===== src/rtl/matrix_pkg.sv =====
// rtl/matrix_pkg.sv - matrix unit constants and result reader state encoding
package matrix_pkg;

  localparam int MAT_ELEM_W      = 8;
  localparam int MAT_DIM         = 5;
  localparam int MAT_ADDR_W      = 8;
  localparam int MAT_WORD_W      = 256;
  localparam int MAT_RESULT_ADDR = 2;
  localparam int MAT_RAM_LATENCY = 2;

  typedef enum logic [2:0] {
    RD_IDLE = 3'd0,
    RD_ADDR = 3'd1,
    RD_WAIT = 3'd2,
    RD_LOAD = 3'd3,
    RD_EMIT = 3'd4,
    RD_DONE = 3'd5
  } reader_state_e;

endpackage


===== src/rtl/matrix_elem_serializer.sv =====
// rtl/matrix_elem_serializer.sv - unpacks a result word into a row-major element stream
module matrix_elem_serializer #(
  parameter int ELEM_W = 8,
  parameter int DIM    = 5
) (
  input  logic                      clock,
  input  logic                      reset_n,
  input  logic                      load_i,
  input  logic [DIM*DIM*ELEM_W-1:0] word_i,
  input  logic                      scalar_i,
  input  logic                      ready_i,
  output logic                      valid_o,
  output logic [ELEM_W-1:0]         data_o,
  output logic [2:0]                row_o,
  output logic [2:0]                col_o,
  output logic                      last_hs_o
);

  localparam int         RES_W    = DIM*DIM*ELEM_W;
  localparam logic [2:0] LAST_IDX = 3'(DIM-1);

  logic [RES_W-1:0] shift_q, shift_d;
  logic [2:0]       row_q, row_d;
  logic [2:0]       col_q, col_d;
  logic             valid_q, valid_d;
  logic             hs;
  logic             is_last;

  // Load the word, then on each handshake drop the low element and step row/col.
  always_comb begin
    shift_d   = shift_q;
    row_d     = row_q;
    col_d     = col_q;
    valid_d   = valid_q;
    hs        = valid_q && ready_i;
    is_last   = scalar_i || ((row_q == LAST_IDX) && (col_q == LAST_IDX));
    last_hs_o = hs && is_last;
    if (load_i) begin
      shift_d = word_i;
      row_d   = 3'd0;
      col_d   = 3'd0;
      valid_d = 1'b1;
    end else if (hs) begin
      if (is_last) begin
        valid_d = 1'b0;
      end else begin
        shift_d = shift_q >> ELEM_W;
        if (col_q == LAST_IDX) begin
          col_d = 3'd0;
          row_d = row_q + 3'd1;
        end else begin
          col_d = col_q + 3'd1;
        end
      end
    end
  end

  // Element registers: held unchanged while the consumer stalls.
  always_ff @(posedge clock or negedge reset_n) begin
    if (!reset_n) begin
      shift_q <= '0;
      row_q   <= 3'd0;
      col_q   <= 3'd0;
      valid_q <= 1'b0;
    end else begin
      shift_q <= shift_d;
      row_q   <= row_d;
      col_q   <= col_d;
      valid_q <= valid_d;
    end
  end

  assign valid_o = valid_q;
  assign data_o  = shift_q[ELEM_W-1:0];
  assign row_o   = row_q;
  assign col_o   = col_q;

endmodule


===== src/rtl/matrix_result_reader.sv =====
// rtl/matrix_result_reader.sv - result RAM readout FSM; optional element checksum under READER_CHECKSUM_EN
module matrix_result_reader
  import matrix_pkg::*;
#(
  parameter int ELEM_W      = MAT_ELEM_W,
  parameter int DIM         = MAT_DIM,
  parameter int ADDR_W      = MAT_ADDR_W,
  parameter int WORD_W      = MAT_WORD_W,
  parameter int RESULT_ADDR = MAT_RESULT_ADDR,
  parameter int RAM_LATENCY = MAT_RAM_LATENCY
) (
  input  logic              clock,
  input  logic              reset_n,
  input  logic              start,
  input  logic              scalar_only,
  output logic [ADDR_W-1:0] ram_address,
  input  logic [WORD_W-1:0] ram_q,
  output logic              elem_valid,
  input  logic              elem_ready,
  output logic [ELEM_W-1:0] elem_data,
  output logic [2:0]        elem_row,
  output logic [2:0]        elem_col,
  output logic              busy,
  output logic              done,
  output logic [ELEM_W-1:0] checksum
);

  localparam int RES_W = DIM*DIM*ELEM_W;
  localparam int CNT_W = (RAM_LATENCY > 1) ? $clog2(RAM_LATENCY) : 1;

  if (DIM > 7) begin : g_dim_too_big
    $error("matrix_result_reader: DIM must not exceed 7 (3-bit indices)");
  end
  if (RES_W > WORD_W) begin : g_word_too_small
    $error("matrix_result_reader: result does not fit in WORD_W");
  end
  if (RAM_LATENCY < 1) begin : g_bad_latency
    $error("matrix_result_reader: RAM_LATENCY must be >= 1");
  end

  reader_state_e     state_q, state_d;
  logic [CNT_W-1:0]  cnt_q, cnt_d;
  logic              scalar_q, scalar_d;
  logic              busy_q, busy_d;
  logic [ADDR_W-1:0] addr_q, addr_d;
  logic              accept;
  logic              load;
  logic              last_hs;

  assign accept = (state_q == RD_IDLE) && start;

  // Readout sequencing: address the result, wait out the RAM, load, stream, finish.
  always_comb begin
    state_d  = state_q;
    cnt_d    = cnt_q;
    scalar_d = scalar_q;
    busy_d   = busy_q;
    addr_d   = addr_q;
    load     = 1'b0;
    case (state_q)
      RD_IDLE: begin
        if (accept) begin
          scalar_d = scalar_only;
          addr_d   = ADDR_W'(RESULT_ADDR);
          busy_d   = 1'b1;
          state_d  = RD_ADDR;
        end
      end
      RD_ADDR: begin
        cnt_d   = CNT_W'(RAM_LATENCY - 1);
        state_d = RD_WAIT;
      end
      RD_WAIT: begin
        // Leave as the count reaches zero so the capture edge lands RAM_LATENCY+2 after start.
        if (cnt_q <= CNT_W'(1)) begin
          cnt_d   = '0;
          state_d = RD_LOAD;
        end else begin
          cnt_d = cnt_q - CNT_W'(1);
        end
      end
      RD_LOAD: begin
        load    = 1'b1;
        state_d = RD_EMIT;
      end
      RD_EMIT: begin
        if (last_hs) state_d = RD_DONE;
      end
      RD_DONE: begin
        busy_d  = 1'b0;
        addr_d  = '0;
        state_d = RD_IDLE;
      end
      default: state_d = RD_IDLE;
    endcase
  end

  // FSM and RAM-interface registers.
  always_ff @(posedge clock or negedge reset_n) begin
    if (!reset_n) begin
      state_q  <= RD_IDLE;
      cnt_q    <= '0;
      scalar_q <= 1'b0;
      busy_q   <= 1'b0;
      addr_q   <= '0;
    end else begin
      state_q  <= state_d;
      cnt_q    <= cnt_d;
      scalar_q <= scalar_d;
      busy_q   <= busy_d;
      addr_q   <= addr_d;
    end
  end

  assign ram_address = addr_q;
  assign busy        = busy_q;
  assign done        = (state_q == RD_DONE);

  if (RES_W < WORD_W) begin : g_unused_q
    logic unused_q_bits;
    assign unused_q_bits = ^ram_q[WORD_W-1:RES_W];
  end

  matrix_elem_serializer #(
    .ELEM_W (ELEM_W),
    .DIM    (DIM)
  ) u_serializer (
    .clock     (clock),
    .reset_n   (reset_n),
    .load_i    (load),
    .word_i    (ram_q[RES_W-1:0]),
    .scalar_i  (scalar_q),
    .ready_i   (elem_ready),
    .valid_o   (elem_valid),
    .data_o    (elem_data),
    .row_o     (elem_row),
    .col_o     (elem_col),
    .last_hs_o (last_hs)
  );

`ifdef READER_CHECKSUM_EN
  logic [ELEM_W-1:0] cks_q, cks_d;

  // Sum clears when a readout is accepted and holds after done until the next one.
  always_comb begin
    cks_d = cks_q;
    if (accept) begin
      cks_d = '0;
    end else if (elem_valid && elem_ready) begin
      cks_d = cks_q + elem_data;
    end
  end

  // Checksum register.
  always_ff @(posedge clock or negedge reset_n) begin
    if (!reset_n) cks_q <= '0;
    else          cks_q <= cks_d;
  end

  assign checksum = cks_q;
`else
  assign checksum = '0;
`endif

endmodule


===== config.mk =====
export PLATFORM = sky130hd
export DESIGN_NAME = matrix_result_reader
export DESIGN_NICKNAME = d
export VERILOG_FILES = /design/src/rtl/matrix_pkg.sv /design/src/rtl/matrix_elem_serializer.sv /design/src/rtl/matrix_result_reader.sv
export SDC_FILE = /design/constraint.sdc
export NUM_CORES = 1
export LEC_CHECK = 0
export CAP_MARGIN = 20
export CORE_UTILIZATION = 47
export DETAILED_ROUTE_END_ITERATION = 10
export GPL_ROUTABILITY_DRIVEN = 0
export GPL_TIMING_DRIVEN = 1
export PLACE_DENSITY_LB_ADDON = 0.3
export SYNTH_ARGS = -nofsm -noshare
export SYNTH_HDL_FRONTEND = slang
export SYNTH_SLANG_ARGS = --single-unit

===== constraint.sdc =====
create_clock -name clock -period 5.1 [get_ports clock]
set_input_delay 1.02 -clock clock [delete_from_list [all_inputs] [get_ports clock]]
set_output_delay 1.02 -clock clock [all_outputs]
set_load 0.05 [all_outputs]

; Word-level counts from Yosys, hierarchy flattened
; Cells that the tools add are included.
[totals]
output_inout_bits = 33
ff_bits = 221
word_cells = 66
input_bits = 261
[classes]
mux = 25
n_lt_le_gt_ge = 1
eq_ne = 11
add_sub_neg = 3
reduce_logical = 17
[op_table]
columns = op, n
row1 = 2-to-1 mux 200 bit, 3
row2 = 2-to-1 mux 3 bit, 11
row3 = case mux 8 bit (2 select lines), 1
row4 = case mux 3 bit (5 select lines), 1
row5 = "equality test 3 bit, second input constant", 4
row6 = nonzero test 2 bit, 5
row7 = 2-to-1 mux 8 bit, 1
row8 = "!= test 2 bit, second input constant", 4
row9 = AND reduction 2 bit, 4
row10 = "adder 3 x 1 -> 3 bit, second input constant", 2
row11 = "equality test 3 x 2 -> 1 bit, second input constant", 2
row12 = 2-to-1 mux 1 bit, 6
row13 = AND reduction 3 bit, 2
row14 = logical AND 1 bit, 4
row15 = case mux 1 bit (2 select lines), 2
row16 = "equality test 3 x 1 -> 1 bit, second input constant", 1
row17 = logical NOT 3 bit, 1
row18 = "<= comparator 1 bit, second input constant", 1
row19 = logical OR 1 bit, 1
row20 = "subtractor 1 bit, second input constant", 1

; Longest topological paths before layout
; Gate-level depths: netlist of run 1.
[logic_depth]
depth_word = 6
depth_mapped = 8
ltp_nobuf = 5

; Hierarchy
; A second synthesis of run 1 with hierarchy kept.
[unflattened]
hier_cells = 1217
hier_area_um2 = 10983.0
[modules_own_cells]
columns = mod, area_each_um2, seq_area_each_um2, cells_each, n_inst
row1 = matrix_elem_serializer, 10620.2, 5180.0, 1180, 1
row2 = matrix_result_reader, 362.8, 125.1, 37, 1

; Worst setup path after synthesis of run 1
; Ideal clock, no wire load.
[synth_timing]
kind = flip-flop to output port
start = register state_q[1]
end = output port done
required_time_ns = 4.080
arrival_time_ns = 1.086
setup_slack_ns = 2.994
path_buffers = 1
path_stages_with_launch = 4
path_cell_list = dfrtp_1 buf_2 nor2b_1 and2_1
[synth_between]
elab_chain_len = 1
[synth_rtl]
columns = element, line
row1 = from (decl), matrix_result_reader.sv:41  ; reader_state_e state_q, state_d;
row2 = from (signal assigned), matrix_result_reader.sv:107  ; state_q <= state_d;
row3 = equality test 3 bit, matrix_result_reader.sv:117  ; assign done = (state_q == RD_DONE);
row4 = to (decl), matrix_result_reader.sv:24  ; output logic done,
; No other way between the ends.

; Worst setup path after layout of run 1
[layout_timing]
start = register state_q[2]
end = output port done
; The elaborated chain is that of the path after synthesis.

==> results of run 1 <==
## power by group through the flow
stage	clock (mW)	sequential [mW]	combinational (mW)
2_1_floorplan	0	2.92	2.20
3_3_place_gp	0	3.00	2.80
3_5_place_dp	0	3.03	2.89
4_1_cts	1.72	3.01	2.91
5_1_grt	1.78	3.12	3.26
6_report	1.70	3.03	2.90
## worst reg2reg max path, stage by stage, from the launching register on
cell,delay (ns)
dfrtp_1,0.43
inv_1,0.10
ha_1,0.23
and4_4,0.95
buf_4,0.62
o21ai_0,0.19
a21oi_1,0.18
## logic make-up (layout without fill, tap and decap cells)
family | Yosys count | after routing | synth area share, %
DFF | 212 | 212 | 51.04
AOI/OAI and AO/OA | 604 | 604 | 31.62
buffers and inverters | 164 | 285 | 7.596
xor gates and xnor gates | 1 | 1 | 0.08428
muxes | 1 | 1 | 0.1083
other | 1 | 16 | 0.03608
and+or+nand+nor | 232 | 232 | 9.029
adders and majority gates | 4 | 4 | 0.4815
## registers in the layout, indices dropped and copies added (netlist names)
signal and count:
u_serializer.col_o 3, u_serializer.valid_o 1, state_q 3, ram_address 1, scalar_q 1, u_serializer.row_o 3, u_serializer.shift_q 200
## cell usage in the layout (no fill, tap or decap), drive strengths merged, types with 2 or more instances in the layout
| cell type | instances |
|---|---|
| nand2 | 18 |
| clkbuf | 39 |
| a31oi | 192 |
| nand3b | 3 |
| conb | 15 |
| o31ai | 3 |
| inv | 6 |
| o21ai | 203 |
| and2 | 3 |
| a21oi | 200 |
| ha | 4 |
| buf | 16 |
| clkdlybuf4s50 | 221 |
| clkinv | 2 |
| nand3 | 2 |
| nor2 | 197 |
| nand4 | 3 |
| and3b | 2 |
| dfrtp | 212 |
| a21o | 2 |
## how the worst max path moves through the flow
stage | startpoint | to | slack (ns) | cells past startpoint
after global placement | elem_ready | u_serializer.shift_q[157] | 1.67 | 5
after CTS | state_q[2] | done | 1.90 | 3
after global routing | state_q[2] | done | 1.85 | 3
final | state_q[2] | done | 1.93 | 3
after detailed placement | elem_ready | u_serializer.shift_q[19] | 1.69 | 5
after floorplan | state_q[1] | done | 2.99 | 3
## cell type report
cell class / instances / area share, %
antenna: 1 / 0.01896
clock buffer: 39 / 5.517
clock inverter: 3 / 0.3033
inverter: 6 / 0.1706
multi-input combinational: 857 / 33.04
sequential: 212 / 40.19
tap: 280 / 2.654
timing repair buffer: 237 / 18.10
## metal layers
layer  GRT usage (%)  part of all wire, %  up-vias
met4           7.350                  2.3        0
met2           41.11                   48      409
li1                -                    -     4585
met1           37.50                   42     4877
met3           3.091                  7.0       55
met5               0                    0        -
==> qor.yml, run 1 <==
worst_setup_path:
  crit_fanout: 8
  critPathSlowestCell: "clkdlybuf4s50_1"
  path_class: "flop to output pin"
  end_kind: "output pin"
  crit_family: "buffers and inverters"
  critical-path-max-stage-delay_ns: 0.80
  r2r_cells: 6
  crit_chain: "nor2b_1 -> and2_1 -> clkdlybuf4s50_1"
  worst-path-buf-inv: 1
  r2r_end: "u_serializer.shift_q[21]"
  cp_data_arrival_time_ns: 2.15
  r2r_slack_ns: 2.33
  worst_ep_required_time_ns: 4.08
  r2r_start: "u_serializer.row_o[0]"
  cp-start-kind: "flop"
synthesis:
  synth_edf_count: 0
  yosys_warnings: 0
  yosysMostFrequentCell: "dfrtp_1"
  synth_top_cell_by_area: "dfrtp_1"
  synthFlopType: "dfrtp_1"
  synth.cell_area_mm2: 0.01039
  syn_inst: 1219
  synth_cell_types: 32
  async_reset_ff_share_pct: 100.0
  yosysSeqAreaShare_pct: 51.04
  ys_top_cells_by_area: "dfrtp_1, a31oi_1, o21ai_0"
  yosys-top-cells-count: "dfrtp_1, o21ai_0, a21oi_1, nor2_1, a31oi_1"
  ys_ff_latch: 212
  syn_avg_cell_area_um2: 8.526
  synth.top_cell.area_share_pct: 51.04
die:
  coreArea_mm2: 0.02176
  die_area_mm2: 0.02271
  fp.dieH_um: 150.7
  initial_utilization_pct: 47.77
  rows: 54
  die_x_um: 150.7
  pin_count: 294
sta:
  timing.final.crit_share_pct: 62.17
  hold_viol: 0
  fin_ws_ns: 1.930
  rsz0062_at_grt: "false"
  fmax_mhz: 315.4
  final.setup.tns_ns: 0
  finalSetupViolCount: 0
  slew_viol_final: 0
  finClkSkew_ns: 0.006807
  layout_min_cycle_time_ns: 3.170
  tightest_slew_ns: 1.112
  whs_ns: 0.5333
  max_slew_margin_pct: 25.87
routing:
  detailroute.via_count: 9926
  viasPerCell: 6.071
  drt_iter0_markers: 903
  drt-wirelength-per-cell_um: 18.38
  wl_mm: 30.06
  drc: 0
  firstDrtPassIters: 5
  ant_nets: 0
cells_and_area:
  stdcell_area_mm2: 0.01320
  drive_above_1_share_pct: 3.988
  register_area_mm2: 0.005305
  area_growth_syn_to_layout_pct: 27.00
  multi_input_area_mm2: 0.004362
  fin_cells: 1635
  final_net_count: 1603
  n_fill_cell: 1939
  fin_util_pct: 60.67
power:
  switching_share_pct: 37.56
  p_int_mw: 4.757
  p_leak_nw: 5.217
  comb_power_share_pct: 38.0
  total_power_mw: 7.619
  power_frac_seq_pct: 39.7
  ir_worst_vdd_mv: 0.4046
  power_frac_clock_pct: 22.2
  pwr_density_cell_mw_per_mm2: 577.2
  switchingPower_mw: 2.862
global_route:
  grt_pass1_vias: 9395
  grt_max_degree: 193
  grt_pass1_wl_mm: 47.62
  grt_usage_pct: 25.94
  antenna_found_initial: 1
  gr-total-overflow: 0
clocking:
  cts_buffers: 24
  cts_hold_buf: 0
  clkTransAtPathRegs_ns: 0.06
  cts_setup_buffers: 0
  cts_buffer_depth: 3
  cts_tree: "built"
  clk_latency_ns: 0.51
  cts.sinks: 212
  cts_resized: 0
  htreeDepth: 1
  cts_root_buffer: "clkbuf_16"
min_path:
  hold_path.class: "flop to flop"
  worstHoldStart: "u_serializer.shift_q[194]"
  min_to: "u_serializer.shift_q[194]"
  whs_path_depth: 2
status:
  status: "finished, final reports clean"
placed_design:
  dpl-instance-area_mm2: 0.01243
  dp_cells: 1592
  dp_slack_ns: 1.693
  hpwl_mm: 17.53
  portBuffers: 222
flow_run:
  cap_violations: 0
Power figures use the tool's default switching activity.
==> run 2: changes to the inputs <==
--- a/config.mk
+++ b/config.mk
@@ -6,7 +6,7 @@
 export NUM_CORES = 1
 export LEC_CHECK = 0
 export CAP_MARGIN = 20
-export CORE_UTILIZATION = 47
+export CORE_UTILIZATION = 44
 export DETAILED_ROUTE_END_ITERATION = 10
 export GPL_ROUTABILITY_DRIVEN = 0
 export GPL_TIMING_DRIVEN = 1
==> constraint.sdc (replaced) <==
create_clock -name clock -period 2.9 [get_ports clock]
set_input_delay 0.58 -clock clock [delete_from_list [all_inputs] [get_ports clock]]
set_output_delay 0.58 -clock clock [all_outputs]
set_load 0.05 [all_outputs]
==> run 2 against run 1 <==
Power increased by 75%. Clock-buffer cell count decreased by 3. Non-clock buffer count increased by 21. Cell count increased by 2.9%. Sequential share of layout area decreased by 0.84 points. Global-route usage decreased by 1.7 points. Die area increased by 6.7%. Hold slack got worse by 0.48 ns.
==> qor.yml, run 2 (synthesized netlist as in run 1, its figures left out) <==
die:
  die_x_um: 155.7  # +3.3%
  pin_count: 294  # unchanged
  coreArea_mm2: 0.02292  # +5.3%
  die_area_mm2: 0.02424  # +6.7%
  fp.dieH_um: 155.7  # +3.3%
  initial_utilization_pct: 45.36  # -2.4 points
  rows: 55  # +1.9%
sta:
  rsz0062_at_grt: "false"
  fmax_mhz: 416.3
  max_slew_margin_pct: 49.02  # +23 points
  finalSetupViolCount: 0  # unchanged
  final.setup.tns_ns: 0  # unchanged
  tightest_slew_ns: 0.7647  # -0.3474 ns
  hold_viol: 0  # unchanged
  timing.final.crit_share_pct: 82.83
  finClkSkew_ns: 0.01366  # +0.006858 ns
  layout_min_cycle_time_ns: 2.402
  whs_ns: 0.05520  # -0.4781 ns
  slew_viol_final: 0  # unchanged
cells_and_area:
  mostFrequentLayoutCell: "clkdlybuf4s50_1"
  antennaDiodeCount: 0  # -1
  drive_above_1_share_pct: 5.113  # +1.1 points
  top_register: "u_serializer.shift_q"
  final_net_count: 1623  # +1.2%
  area_growth_syn_to_layout_pct: 29.70
  layout_common_cells: "clkdlybuf4s50_1, dfrtp_1, o21ai_0, a21oi_1, nor2_1"
  largest_reg_flops: 200  # unchanged
worst_setup_path:
  end_kind: "output pin"
  cp-start-kind: "flop"
  r2r_start: "u_serializer.row_o[0]"
  path_class: "flop to output pin"
  crit_chain: "nor2b_1 -> and2_1 -> dlymetal6s2s_1"
  worst_ep_required_time_ns: 2.32  # -1.76 ns
  critical-path-max-stage-delay_ns: 0.47  # -0.33 ns
  critPathSlowestCell: "dfrtp_1"
  crit_fanout: 8  # unchanged
  cp_data_arrival_time_ns: 1.82  # -0.33 ns
  critPathLaunch: "state_q[2]"
clocking:
  cts_tree: "built"
  clkTransAtPathRegs_ns: 0.06  # about the same
  clk_latency_ns: 0.50  # about the same
  htreeDepth: 1  # unchanged
  cts_hold_buf: 0  # unchanged
  cts_resized: 0  # unchanged
  cts_setup_buffers: 0  # unchanged
  cts.sinks: 212  # unchanged
  cts_buffers: 23  # -4.2%
  cts_root_buffer: "clkbuf_16"
  cts_buffer_depth: 3  # unchanged
routing:
  ant_nets: 0  # unchanged
  viasPerCell: 5.823  # -4.1%
  drc: 0  # unchanged
  drt-wirelength-per-cell_um: 17.90  # -2.7%
  detailroute.via_count: 9795  # -1.3%
  drt_iter0_markers: 838  # -7.2%
  firstDrtPassIters: 5  # unchanged
  wl_mm: 30.10  # +0.14%
placed_design:
  portBuffers: 222  # unchanged
  hpwl_mm: 18.66  # +6.4%
global_route:
  grt_max_degree: 175  # -9.3%
  gr-total-overflow: 0  # unchanged
  grt_usage_pct: 24.26  # -1.7 points
  grt_pass1_vias: 9341  # -0.57%
  grt_pass1_wl_mm: 47.95  # +0.70%
  antenna_found_initial: 0  # -1
status:
  status: "finished, final reports clean"
flow_run:
  cap_violations: 0  # unchanged
power:
  ir_worst_vdd_mv: 0.9831  # +140%
  p_leak_nw: 5.344  # +2.4%
  pwr_density_cell_mw_per_mm2: 988.1  # +71%
min_path:
  hold_path.class: "input pin to asynchronous set/reset pin"
==> run 2: cell types whose count changed in the layout (fill, tap and decap cells not counted) <==
cell             before  now
buf_12                4   18
buf_4                11   18
clkbuf_16            25   23
clkinv_2              2    0
dlymetal6s2s_1        0    1
bufinv_16             1    0
clkbuf_1              9    8
clkdlybuf4s50_1     221  220
diode_2               1    0
==> run 2: area by class of cell <==
type	count	area, um2
clock buffer	36	674.4
timing repair buffer	258	2725
fill	2079	9435
multi-input combinational	857	4362
tap	313	391.6
inverter	6	22.52
sequential	212	5305
==> run 2: through the flow <==
stage | area [um2] | utilization, % | power [mW] | setup WS (ns) | cells
floorplan | 10450 | - | 8.997 | 0.8782 | 1233
CTS | 13480 | 58.82 | 13.37 | 0.1206 | 1682
detailed placement | 12800 | 55.87 | 10.62 | 0.5003 | 1646
finish | 13480 | 58.83 | 13.32 | 0.4981 | 1682
global placement | 12800 | 55.87 | 10.42 | 0.5607 | 1646
global route | 13480 | 58.83 | 14.28 | 0.3837 | 1682
==> run 2: path summary, 6_finish.rpt <==
kind	depth (start not counted)	slack, ns	to
max in group asynchronous	2	2.05	u_serializer.shift_q[69]
min in group clock	2	0.53	u_serializer.shift_q[196]
setup / recovery	3	0.50	done
hold reg to reg	2	0.53	u_serializer.shift_q[196]
setup reg to reg	6	0.79	u_serializer.shift_q[199]
hold / removal	1	0.06	u_serializer.shift_q[173]
==> run 2: critical path: cells and delay by family, from the launching register on <==
| family | cells | cell delay [ns] |
|---|---|---|
| flops | 1 | 0.47 |
| buf+inv | 1 | 0.42 |
| simple gates | 2 | 0.45 |
==> run 2: layer usage <==
layer	track usage, %	share of wire, %	vias up
met2	39.21	48	321
met3	2.333	5.1	59
li1	-	-	4636
met4	7.703	2.8	0
met1	34.43	45	4779
met5	0	0	-
==> run 2: power breakdown <==
part           switching, mW  leakage (nW)  internal [mW]
logic                   3.04          2.52           2.24
registers              0.836          2.49           4.51
clock network           1.12         0.329           1.57
